`src/rtl/axi3_pkg.sv`:
```
// Shared types and constants for the AXI3 to internal-bus bridge.
// Latency: n/a (declarations only).
// Backpressure: n/a.
package axi3_pkg;

    localparam int DATA_W  = 32;
    localparam int ADDR_W  = 32;
    localparam int WADDR_W = 30;

    localparam logic [1:0] RESP_OKAY   = 2'b00;
    localparam logic [1:0] RESP_SLVERR = 2'b10;

    localparam logic [1:0] BURST_FIXED = 2'b00;
    localparam logic [1:0] BURST_INCR  = 2'b01;
    localparam logic [1:0] BURST_WRAP  = 2'b10;

    typedef enum logic [2:0] {
        IDLE,
        WR_DATA,
        WR_RESP,
        RD_REQ,
        RD_WAIT,
        RD_DATA
    } state_t;

    // FIXED repeats the word address; INCR and WRAP both step one word and
    // roll over naturally at 2^30.
    function automatic logic [WADDR_W-1:0] next_addr(input logic [WADDR_W-1:0] addr,
                                                     input logic [1:0]         burst);
        return (burst == BURST_FIXED) ? addr : addr + WADDR_W'(1);
    endfunction

endpackage

```
`src/rtl/axi3_if.sv`:
```
// AXI3 signal bundle shared by the bridge (slave) and a bench master.
// Latency: n/a (wiring only).
// Backpressure: carries the standard valid/ready pairs of each channel.
interface axi3_interface #(
    parameter int ID_W = 12
) (
    input logic aclk,
    input logic resetn
);
    import axi3_pkg::*;

    logic [ID_W-1:0]   awid;
    logic [ADDR_W-1:0] awaddr;
    logic [3:0]        awlen;
    logic [2:0]        awsize;
    logic [1:0]        awburst;
    logic              awvalid;
    logic              awready;

    logic [DATA_W-1:0] wdata;
    logic [3:0]        wstrb;
    logic              wlast;
    logic              wvalid;
    logic              wready;

    logic [ID_W-1:0]   bid;
    logic [1:0]        bresp;
    logic              bvalid;
    logic              bready;

    logic [ID_W-1:0]   arid;
    logic [ADDR_W-1:0] araddr;
    logic [3:0]        arlen;
    logic [2:0]        arsize;
    logic [1:0]        arburst;
    logic              arvalid;
    logic              arready;

    logic [ID_W-1:0]   rid;
    logic [DATA_W-1:0] rdata;
    logic [1:0]        rresp;
    logic              rlast;
    logic              rvalid;
    logic              rready;

    modport slave (
        input  aclk, resetn,
        input  awid, awaddr, awlen, awsize, awburst, awvalid,
        output awready,
        input  wdata, wstrb, wlast, wvalid,
        output wready,
        output bid, bresp, bvalid,
        input  bready,
        input  arid, araddr, arlen, arsize, arburst, arvalid,
        output arready,
        output rid, rdata, rresp, rlast, rvalid,
        input  rready
    );

    modport master (
        input  aclk, resetn,
        output awid, awaddr, awlen, awsize, awburst, awvalid,
        input  awready,
        output wdata, wstrb, wlast, wvalid,
        input  wready,
        input  bid, bresp, bvalid,
        output bready,
        output arid, araddr, arlen, arsize, arburst, arvalid,
        input  arready,
        input  rid, rdata, rresp, rlast, rvalid,
        output rready
    );

endinterface

```
`src/rtl/axi3_to_inter.sv`:
```
// AXI3 slave to single-word internal bus bridge, one transaction at a time.
// Latency: bus_wr in the W handshake cycle; bus_rd one cycle after AR/R handshake, R beat one cycle after bus_rvalid.
// Backpressure: wready/awready/arready held low outside their states; R and B held until rready/bready.
module axi3_to_inter
    import axi3_pkg::*;
#(
    parameter int ID_W       = 12,
    parameter int RD_TIMEOUT = 16
) (
    input  logic               aclk,
    input  logic               resetn,
    axi3_interface.slave       axi,
    output logic [WADDR_W-1:0] bus_addr,
    output logic [DATA_W-1:0]  bus_wdata,
    output logic               bus_wr,
    output logic               bus_rd,
    input  logic [DATA_W-1:0]  bus_rdata,
    input  logic               bus_rvalid
);

    localparam int TMO_W = $clog2(RD_TIMEOUT + 1);

    state_t              state;
    logic [ID_W-1:0]     id_q;
    logic [WADDR_W-1:0]  addr_q;
    logic [4:0]          beats_left;
    logic [1:0]          burst_q;
    logic [TMO_W-1:0]    tmo_cnt;

    logic                awready_q, arready_q, wready_q;
    logic                bvalid_q, rvalid_q, rlast_q;
    logic [ID_W-1:0]     bid_q, rid_q;
    logic [1:0]          bresp_q, rresp_q;
    logic [DATA_W-1:0]   rdata_q;

    logic                aw_hs, ar_hs, last_beat;

    // Size, strobe and byte-offset bits are accepted but do not change behaviour.
    logic                unused_ok;
    assign unused_ok = ^{axi.awsize, axi.arsize, axi.wstrb, axi.awaddr[1:0],
                         axi.araddr[1:0], axi.aclk, axi.resetn};

    // A simultaneous write request must win, so arready is masked by awvalid
    // in that very cycle; a registered-only ready could not do that.
    assign aw_hs     = axi.awvalid && awready_q;
    assign ar_hs     = axi.arvalid && arready_q && !axi.awvalid;
    assign last_beat = (beats_left == 5'd1);

    assign axi.awready = awready_q;
    assign axi.arready = arready_q && !axi.awvalid;
    assign axi.wready  = wready_q;
    assign axi.bvalid  = bvalid_q;
    assign axi.bid     = bid_q;
    assign axi.bresp   = bresp_q;
    assign axi.rvalid  = rvalid_q;
    assign axi.rid     = rid_q;
    assign axi.rdata   = rdata_q;
    assign axi.rresp   = rresp_q;
    assign axi.rlast   = rlast_q;

    // Writes go out in the W handshake cycle; reads strobe once per RD_REQ visit.
    assign bus_addr  = addr_q;
    assign bus_wr    = (state == WR_DATA) && axi.wvalid;
    assign bus_wdata = bus_wr ? axi.wdata : '0;
    assign bus_rd    = (state == RD_REQ);

    // Transaction FSM with all AXI-side outputs held in registers.
    always_ff @(posedge aclk or negedge resetn) begin
        if (!resetn) begin
            state      <= IDLE;
            id_q       <= '0;
            addr_q     <= '0;
            beats_left <= '0;
            burst_q    <= '0;
            tmo_cnt    <= '0;
            awready_q  <= 1'b0;
            arready_q  <= 1'b0;
            wready_q   <= 1'b0;
            bvalid_q   <= 1'b0;
            bid_q      <= '0;
            bresp_q    <= '0;
            rvalid_q   <= 1'b0;
            rid_q      <= '0;
            rdata_q    <= '0;
            rresp_q    <= '0;
            rlast_q    <= 1'b0;
        end else begin
            case (state)
                IDLE: begin
                    awready_q <= 1'b1;
                    arready_q <= 1'b1;
                    if (aw_hs) begin
                        state      <= WR_DATA;
                        awready_q  <= 1'b0;
                        arready_q  <= 1'b0;
                        wready_q   <= 1'b1;
                        id_q       <= axi.awid;
                        addr_q     <= axi.awaddr[ADDR_W-1:2];
                        beats_left <= {1'b0, axi.awlen} + 5'd1;
                        burst_q    <= axi.awburst;
                    end else if (ar_hs) begin
                        state      <= RD_REQ;
                        awready_q  <= 1'b0;
                        arready_q  <= 1'b0;
                        id_q       <= axi.arid;
                        addr_q     <= axi.araddr[ADDR_W-1:2];
                        beats_left <= {1'b0, axi.arlen} + 5'd1;
                        burst_q    <= axi.arburst;
                    end
                end
                WR_DATA: begin
                    if (axi.wvalid) begin
                        addr_q     <= next_addr(addr_q, burst_q);
                        beats_left <= beats_left - 5'd1;
                        if (axi.wlast || last_beat) begin
                            state    <= WR_RESP;
                            wready_q <= 1'b0;
                            bvalid_q <= 1'b1;
                            bid_q    <= id_q;
                            bresp_q  <= RESP_OKAY;
                        end
                    end
                end
                WR_RESP: begin
                    if (axi.bready) begin
                        state     <= IDLE;
                        bvalid_q  <= 1'b0;
                        awready_q <= 1'b1;
                        arready_q <= 1'b1;
                    end
                end
                RD_REQ: begin
                    state   <= RD_WAIT;
                    tmo_cnt <= '0;
                end
                RD_WAIT: begin
                    if (bus_rvalid) begin
                        state    <= RD_DATA;
                        rvalid_q <= 1'b1;
                        rid_q    <= id_q;
                        rdata_q  <= bus_rdata;
                        rresp_q  <= RESP_OKAY;
                        rlast_q  <= last_beat;
                    end else if (tmo_cnt == TMO_W'(RD_TIMEOUT - 1)) begin
                        state    <= RD_DATA;
                        rvalid_q <= 1'b1;
                        rid_q    <= id_q;
                        rdata_q  <= '0;
                        rresp_q  <= RESP_SLVERR;
                        rlast_q  <= last_beat;
                    end else begin
                        tmo_cnt <= tmo_cnt + TMO_W'(1);
                    end
                end
                RD_DATA: begin
                    if (axi.rready) begin
                        rvalid_q <= 1'b0;
                        rlast_q  <= 1'b0;
                        if (last_beat) begin
                            state     <= IDLE;
                            awready_q <= 1'b1;
                            arready_q <= 1'b1;
                        end else begin
                            state      <= RD_REQ;
                            addr_q     <= next_addr(addr_q, burst_q);
                            beats_left <= beats_left - 5'd1;
                        end
                    end
                end
                default: state <= IDLE;
            endcase
        end
    end

endmodule

```
`src/flat_wrapper.sv`:
```
// flat-port wrapper written by rule: the top's interface ports become plain ports
module axi3_to_inter_flat import axi3_pkg::*;
#(
    parameter int ID_W       = 12,
    parameter int RD_TIMEOUT = 16
)
  (aclk, resetn, bus_addr, bus_wdata, bus_wr, bus_rd, bus_rdata, bus_rvalid, axi_awid, axi_awaddr, axi_awlen, axi_awsize, axi_awburst, axi_awvalid, axi_awready, axi_wdata, axi_wstrb, axi_wlast, axi_wvalid, axi_wready, axi_bid, axi_bresp, axi_bvalid, axi_bready, axi_arid, axi_araddr, axi_arlen, axi_arsize, axi_arburst, axi_arvalid, axi_arready, axi_rid, axi_rdata, axi_rresp, axi_rlast, axi_rvalid, axi_rready);
  axi3_interface #(.ID_W(ID_W)) axi_i (.aclk(aclk), .resetn(resetn));
  input  logic aclk;
  input  logic resetn;
  output logic [WADDR_W-1:0] bus_addr;
  output logic [DATA_W-1:0] bus_wdata;
  output logic bus_wr;
  output logic bus_rd;
  input  logic [DATA_W-1:0] bus_rdata;
  input  logic bus_rvalid;
  input wire logic [$bits(axi_i.awid)-1:0] axi_awid;
  input wire logic [$bits(axi_i.awaddr)-1:0] axi_awaddr;
  input wire logic [$bits(axi_i.awlen)-1:0] axi_awlen;
  input wire logic [$bits(axi_i.awsize)-1:0] axi_awsize;
  input wire logic [$bits(axi_i.awburst)-1:0] axi_awburst;
  input wire logic [$bits(axi_i.awvalid)-1:0] axi_awvalid;
  output wire logic [$bits(axi_i.awready)-1:0] axi_awready;
  input wire logic [$bits(axi_i.wdata)-1:0] axi_wdata;
  input wire logic [$bits(axi_i.wstrb)-1:0] axi_wstrb;
  input wire logic [$bits(axi_i.wlast)-1:0] axi_wlast;
  input wire logic [$bits(axi_i.wvalid)-1:0] axi_wvalid;
  output wire logic [$bits(axi_i.wready)-1:0] axi_wready;
  output wire logic [$bits(axi_i.bid)-1:0] axi_bid;
  output wire logic [$bits(axi_i.bresp)-1:0] axi_bresp;
  output wire logic [$bits(axi_i.bvalid)-1:0] axi_bvalid;
  input wire logic [$bits(axi_i.bready)-1:0] axi_bready;
  input wire logic [$bits(axi_i.arid)-1:0] axi_arid;
  input wire logic [$bits(axi_i.araddr)-1:0] axi_araddr;
  input wire logic [$bits(axi_i.arlen)-1:0] axi_arlen;
  input wire logic [$bits(axi_i.arsize)-1:0] axi_arsize;
  input wire logic [$bits(axi_i.arburst)-1:0] axi_arburst;
  input wire logic [$bits(axi_i.arvalid)-1:0] axi_arvalid;
  output wire logic [$bits(axi_i.arready)-1:0] axi_arready;
  output wire logic [$bits(axi_i.rid)-1:0] axi_rid;
  output wire logic [$bits(axi_i.rdata)-1:0] axi_rdata;
  output wire logic [$bits(axi_i.rresp)-1:0] axi_rresp;
  output wire logic [$bits(axi_i.rlast)-1:0] axi_rlast;
  output wire logic [$bits(axi_i.rvalid)-1:0] axi_rvalid;
  input wire logic [$bits(axi_i.rready)-1:0] axi_rready;
  assign axi_i.awid = axi_awid;
  assign axi_i.awaddr = axi_awaddr;
  assign axi_i.awlen = axi_awlen;
  assign axi_i.awsize = axi_awsize;
  assign axi_i.awburst = axi_awburst;
  assign axi_i.awvalid = axi_awvalid;
  assign axi_awready = axi_i.awready;
  assign axi_i.wdata = axi_wdata;
  assign axi_i.wstrb = axi_wstrb;
  assign axi_i.wlast = axi_wlast;
  assign axi_i.wvalid = axi_wvalid;
  assign axi_wready = axi_i.wready;
  assign axi_bid = axi_i.bid;
  assign axi_bresp = axi_i.bresp;
  assign axi_bvalid = axi_i.bvalid;
  assign axi_i.bready = axi_bready;
  assign axi_i.arid = axi_arid;
  assign axi_i.araddr = axi_araddr;
  assign axi_i.arlen = axi_arlen;
  assign axi_i.arsize = axi_arsize;
  assign axi_i.arburst = axi_arburst;
  assign axi_i.arvalid = axi_arvalid;
  assign axi_arready = axi_i.arready;
  assign axi_rid = axi_i.rid;
  assign axi_rdata = axi_i.rdata;
  assign axi_rresp = axi_i.rresp;
  assign axi_rlast = axi_i.rlast;
  assign axi_rvalid = axi_i.rvalid;
  assign axi_i.rready = axi_rready;
  axi3_to_inter #(.ID_W(ID_W), .RD_TIMEOUT(RD_TIMEOUT)) u_core (.aclk(aclk), .resetn(resetn), .axi(axi_i), .bus_addr(bus_addr), .bus_wdata(bus_wdata), .bus_wr(bus_wr), .bus_rd(bus_rd), .bus_rdata(bus_rdata), .bus_rvalid(bus_rvalid));
endmodule
```
`config.mk`:
```
export PLATFORM = sky130hd
export DESIGN_NAME = axi3_to_inter_flat
export DESIGN_NICKNAME = d
export VERILOG_FILES = /design/src/rtl/axi3_pkg.sv /design/src/rtl/axi3_if.sv /design/src/rtl/axi3_to_inter.sv /design/src/flat_wrapper.sv
export SDC_FILE = /design/constraint.sdc
export NUM_CORES = 1
export LEC_CHECK = 0
export ABC_AREA = 1
export BUFFER_PORTS_ARGS = -buffer_cell sky130_fd_sc_hd__buf_2
export CAP_MARGIN = 20
export CORE_ASPECT_RATIO = 1.75
export CORE_MARGIN = 10
export CORE_UTILIZATION = 45
export CTS_CLUSTER_DIAMETER = 100
export CTS_CLUSTER_SIZE = 40
export DETAILED_ROUTE_END_ITERATION = 8
export GPL_TIMING_DRIVEN = 0
export PLACE_DENSITY = 0.78
export REMOVE_ABC_BUFFERS = 1
export SETUP_SLACK_MARGIN = 0.5
export SLEW_MARGIN = 20
export SYNTH_ARGS = -nofsm -noshare
export SYNTH_HDL_FRONTEND = slang
export SYNTH_SLANG_ARGS = --single-unit
```
`constraint.sdc`:
```
create_clock -name aclk -period 2.52 [get_ports aclk]
set_input_delay 0 -clock aclk [delete_from_list [all_inputs] [get_ports aclk]]
set_output_delay 0 -clock aclk [all_outputs]
set_load 0.005 [all_outputs]
```
Word-level counts from Yosys, hierarchy flattened
Index checks and enable logic that the tools add are counted.

word-level totals
  latch bits = 0
  logic and storage cells = 123
  memories kept = 0
  bits of input ports = 183
  RAM bits = 0
  bits in read-only memories = 0
  output and inout port bits = 130
  flip-flop bits (word level) = 120

operators by class
  eq/ne operators = 18
  order comparisons = 0
  reductions and logical operators = 27
  add/sub/neg operators = 5
  div/mod/pow operators = 0
  multiply operators = 0
  bitwise operators = 0
  multiplexer cells = 58
  shift operators = 0

operator list
  operator                                                                number
  30-bit two-way mux                                                      6
  32-bit two-way mux                                                      3
  30-bit one-hot mux with 3 select lines                                  1
  12-bit two-way mux                                                      4
  5-bit two-way mux                                                       7
  30-bit by 1-bit adder with 30-bit output (second input constant)        1
  3-bit two-way mux                                                       8
  3-bit one-hot mux with 6 select lines                                   1
  1-bit two-way mux                                                       16
  5-bit one-hot mux with 3 select lines                                   1
  2-bit != test (second input constant)                                   7
  4-bit AND reduction                                                     3
  2-bit nonzero test                                                      6
  4-bit by 1-bit adder with 5-bit output (second input constant)          2
  2-bit two-way mux                                                       5
  5-bit one-hot mux with 2 select lines                                   1
  3-bit AND reduction                                                     3
  1-bit one-hot mux with 2 select lines                                   4
  3-bit by 2-bit equality test with 1-bit output (second input constant)  2
  3-bit equality test (second input constant)                             2
  6-bit AND reduction                                                     1
  3-bit nonzero test                                                      2
  5-bit by 1-bit adder with 5-bit output (second input constant)          1
  5-bit by 1-bit equality test with 1-bit output (second input constant)  1
  other kinds (14)                                                        20

Longest topological paths before layout
  word-level depth = 5
  gate-level depth with buffers = 11
  mapped depth without buffers = 11

Worst setup path after synthesis
Ideal clock, no wire load.

  kind = flip-flop to flip-flop
  start point = register u_core.tmo_cnt[0]
  end point = register u_core.tmo_cnt[3]
  setup slack = 0.826 ns
  arrival time = 1.562 ns
  buffers on the path = 0
  data required time = 2.388 ns
  library setup time = 0.132 ns
  clock period less this slack = 1.694 ns
  cell stages (with the launch flop) = 12
  cell sequence = dfrtp_1 > ha_1 > nand2_1 > nor2_1 > ha_1 > nor2_1 > nand2_1 > nand2_1 > inv_1 > nor2_1 > xor2_1 > nor2_1

between the ends
  cells in the longest elaborated chain, start to end = 4
  elaborated cells on any way between the ends = 7
  classes of those cells = 1 x add/sub; 2 x eq/ne; 3 x mux; 1 x reduce/logical

ends and longest elaborated chain
  element                                 RTL line              RTL
  start: declaration                      axi3_to_inter.sv:28   logic [TMO_W-1:0] tmo_cnt;
  start signal: assignment                axi3_to_inter.sv:152  tmo_cnt <= tmo_cnt + TMO_W'(1);
  5-bit by 1-bit adder with 5-bit output  axi3_to_inter.sv:152
  5-bit two-way mux                       axi3_to_inter.sv:144  end else if (tmo_cnt == TMO_W'(RD_TIMEOUT - 1)) begin
  5-bit two-way mux                       axi3_to_inter.sv:137  if (bus_rvalid) begin
  5-bit one-hot mux with 2 select lines   axi3_to_inter.sv:88   case (state)

Parallel ways exist; a longest one is shown, timed or not. The select of a mux whose other input is x is not followed.
A chain may end at the register's enable or synchronous reset.

Final worst setup path
  start point = register u_core.state[0]
  end point = register u_core.addr_q[18], in the netlist u_core.bus_addr[18]

between the ends
  cells in the longest elaborated chain, start to end = 3
  elaborated cells on any way between the ends = 10
  classes of those cells = 6 x eq/ne; 1 x mux; 3 x reduce/logical

ends and longest elaborated chain
  element                                          RTL line              RTL
  start: declaration                               axi3_to_inter.sv:23   state_t state;
  start signal: assignment                         axi3_to_inter.sv:70   state <= IDLE;
  start signal: assignment                         axi3_to_inter.sv:93   state <= WR_DATA;
  start signal: assignment                         axi3_to_inter.sv:102  state <= RD_REQ;
  3-bit equality test (tied with other cells)      axi3_to_inter.sv:88
  2-bit != test (no line) (tied with other cells)  --
  5-bit AND reduction (no line)                    --
  end signal: assignment                           axi3_to_inter.sv:98   addr_q <= axi.awaddr[ADDR_W-1:2];
  end signal: assignment                           axi3_to_inter.sv:106  addr_q <= axi.araddr[ADDR_W-1:2];
  end signal: assignment                           axi3_to_inter.sv:113  addr_q <= next_addr(addr_q, burst_q);
  end: declaration                                 axi3_to_inter.sv:25   logic [WADDR_W-1:0] addr_q;

Parallel ways exist; a longest one is shown, timed or not.

==> results.toml <==
[routing]
drt_wl_total_mm = 27.3
vias = 7934
detail_route.first_pass.iterations = 6
initialDrtViolationCount = 536
via_per_inst = 5.23
drt-wirelength-per-cell_um = 18.0
final_antenna_net_count = 0
drt_drc_violations_left = 0

[logic_synthesis]
yosys_register_bits = 119
synth_largest_type_area_fraction = 0.448
synth-seq-area-share = 0.448
synth.lib_cells_used.distinct = 34
post_synthesis_instance_area_mm2 = 0.00665
synth_warnings = 0
syn-instance-count = 927
ys_top_cells_by_area = "sky130_fd_sc_hd__dfrtp_1, sky130_fd_sc_hd__nand2_1, sky130_fd_sc_hd__nor2_1"
cell_type_contributing_the_most_total_cell_area_after_synthesis = "sky130_fd_sc_hd__dfrtp_1"
post_synthesis_mean_instance_area_um2 = 7.17

[timing]
fmax_mhz = 523
setup_clock_skew_after_layout_ps = 11.7
timing.final.hold_violations = 0
period_needed_ps = 1910
report.final.setup_viol = 0
setup_tns_ps = 0
min_period_over_period = 0.758
fin_ws_ps = 609
worstMarginPinSlew_ps = 834
final_max_slew_viol_count = 0
rsz0062_at_grt = "true"
relSlewSlack = 0.443
worst_case_hold_slack_ps = 13.0

[worst_hold_path]
worstHoldEndpoint = "u_core.bus_addr[9]"
worst_hold_path.num_cells = 5
min-delay-path-class = "in2reg"
holdCritStartpoint = "axi_awaddr[11]"

[global_routing]
grt_usage = 0.253
first_global_vias = 7950
first_pass_grt_wire_length_mm = 41.7
grt_max_degree = 68
total_grt_overflow = 0
grt_antenna_before_repair = 5

[clock_tree]
cts.path.max_buffers = 2
ctsRootBufferMaster = "sky130_fd_sc_hd__clkbuf_16"
tritoncts = "done"
worst_setup_hold_path_clk_slew_ps = 60
tritoncts.num_buffers = 17
tritoncts_sink_count = 119
worst_skew_pair.late_latency_ps = 410
cts_max_level = 4

[cells_and_area]
register_area_mm2 = 0.00298
post_route_cells_drive_above_1_share = 0.296
final_instance_count_without_filler_cells = 1518
syn2layout_area_growth_pct = 51.9
fin_util = 0.699
multi_input_comb_area_mm2 = 0.00323
mostFrequentLayoutCell = "sky130_fd_sc_hd__buf_2"
fin_area_mm2 = 0.0101
layout.cells.most_common_list = "sky130_fd_sc_hd__buf_2, sky130_fd_sc_hd__nand2_1, sky130_fd_sc_hd__nor2_1"
number_of_inserted_filler_cells_in_the_final_layout = 1123
num-nets-final = 1509

[floorplanning]
die-height_um = 181
number_of_top_level_design_ports = 313
start_util = 0.460
die_w_um = 112
die_area_mm2 = 0.0202
num_rows = 58
core_area_mm2 = 0.0144

[worst_setup_path]
timing_worst_setup_path_type = "reg2reg"
worst_reg2reg_endpoint = "u_core.bus_addr[18]"
cp-start-kind = "register"
worst-endpoint-arrival_ps = 2200
end_kind = "register"
timing.critical_path.slowest_stage_cell = "sky130_fd_sc_hd__dfrtp_2"
rr_startpoint = "u_core.state[0]"
critPathMaxStageDelay_ps = 430
setup.reg_to_reg.worst_slack_ps = 610
reg2regPathDepth = 10
cp_max_fo = 17
timing.critical_path.required_ps = 2810
cp_cell_sequence = "inv_4 -> nor2_4 -> buf_6 -> nand2_1 -> nor2_1 -> nor2_4 -> buf_12 -> nand3_4 -> nand2_1 -> a21boi_1"

[placement]
place_ws_ps = -501
buffer_ports.inserted = 295
place.detailed.hpwl_mm = 17.6
dpl.cell_count = 1368
globalplace.congestion = 0.957
placement.cell_area_mm2 = 0.00830

[power]
power_density_mw_per_mm2 = 1160
finalPower_mw = 11.7
power.ir.vdd_worst_mv = 0.713
total_leakage_power_nw = 5.46

[run]
drv.max_cap_violation_count = 0

[status]
result_of_the_run = "completed"
## timing repair
action                                  4_1_cts  5_1_grt
pin swaps                                     4        8
buffers inserted                             12       13
cloned                                        4        2
hold buffers                                 82        0
hold endpoints to repair                    117        0
resized for setup                            21       16
endpoints found under the setup margin      116       83
## flip-flops by register name, indices dropped and copies added, names as in the netlist
name,cells
u_core.axi.rlast,1
u_core.axi.awready,1
u_core.burst_q,2
u_core.beats_left,5
u_core.state,3
u_core.tmo_cnt,5
u_core.axi.bid,12
u_core.bus_addr,30
u_core.axi.rid,12
u_core.axi.rdata,32
u_core.axi.rresp,1
u_core.axi.bvalid,1
u_core.axi.rvalid,1
u_core.id_q,12
u_core.axi.wready,1
## worst max-delay path, delay by kind of cell, from the launching register on
family | cells | cell delay [ps]
buf+inv | 3 | 420
flops | 1 | 430
compound gates | 1 | 130
simple gates | 6 | 800
## metal layers
| layer | track usage | vias to the layer above | wire length, µm |
|---|---|---|---|
| li1 | - | 3776 | - |
| met1 | 0.260 | 3709 | 9640 |
| met2 | 0.459 | 369 | 14700 |
| met3 | 0.0620 | 80 | 1900 |
| met4 | 0.127 | 0 | 1120 |
| met5 | 0 | - | 0 |
## cell type report
cell class                      instances  share of cell area
Inverter                              110              0.0430
Sequential cell                       119               0.295
Timing Repair Buffer                  408               0.262
Tap cell                              180              0.0223
Multi-Input combinational cell        663               0.320
Antenna cell                            5             0.00124
Clock inverter                         14              0.0117
Clock buffer                           18              0.0435
Timing Repair inverter                  1            0.000744
## power by group
part,switching (mW),internal [mW],total [mW]
sequential,0.771,2.86,3.63
clock,0.983,1.31,2.29
combinational,3.38,2.37,5.76
total,5.14,6.54,11.7
## kinds of logic after synthesis
kind of cell,Yosys count,synth area share
DFF,119,0.448
and+or+nand+nor,470,0.282
AOI/OAI and AO/OA,177,0.161
xor gates and xnor gates,2,0.00264
buffers and inverters,152,0.0940
other,1,0.000564
adders and majority gates,6,0.0113
## how the worst max path moves through the flow
| stage | start | endpoint | slack [ps] |
|---|---|---|---|
| 2_1_floorplan | u_core.tmo_cnt[0] | u_core.axi.rid[0] | -610 |
| 3_3_place_gp | u_core.axi.awready | u_core.beats_left[2] | -1730 |
| 3_5_place_dp | u_core.state[1] | u_core.bus_addr[12] | -500 |
| 4_1_cts | u_core.axi.awready | u_core.bus_addr[16] | 470 |
| 5_1_grt | u_core.tmo_cnt[0] | u_core.axi.rresp[1] | 490 |
| 6_report | u_core.state[0] | u_core.bus_addr[18] | 610 |
## cells in the mapped netlist (all sizes together)
library cell and count:
o22ai 8, o31ai 1, nor2b 1, o21bai 1, clkbuf 18, buf 24
nor2 175, nand4 3, o32a 1, a21oi 8, nor3 5, a21boi 11
ha 6, o21ai 100, a22o 32, or2 1, a31oi 15, xor2 2
and2 1, nand2 237, conb 1, nand3 47, inv 110, dfrtp 119
Note: power is estimated with default switching activity, not from simulation.
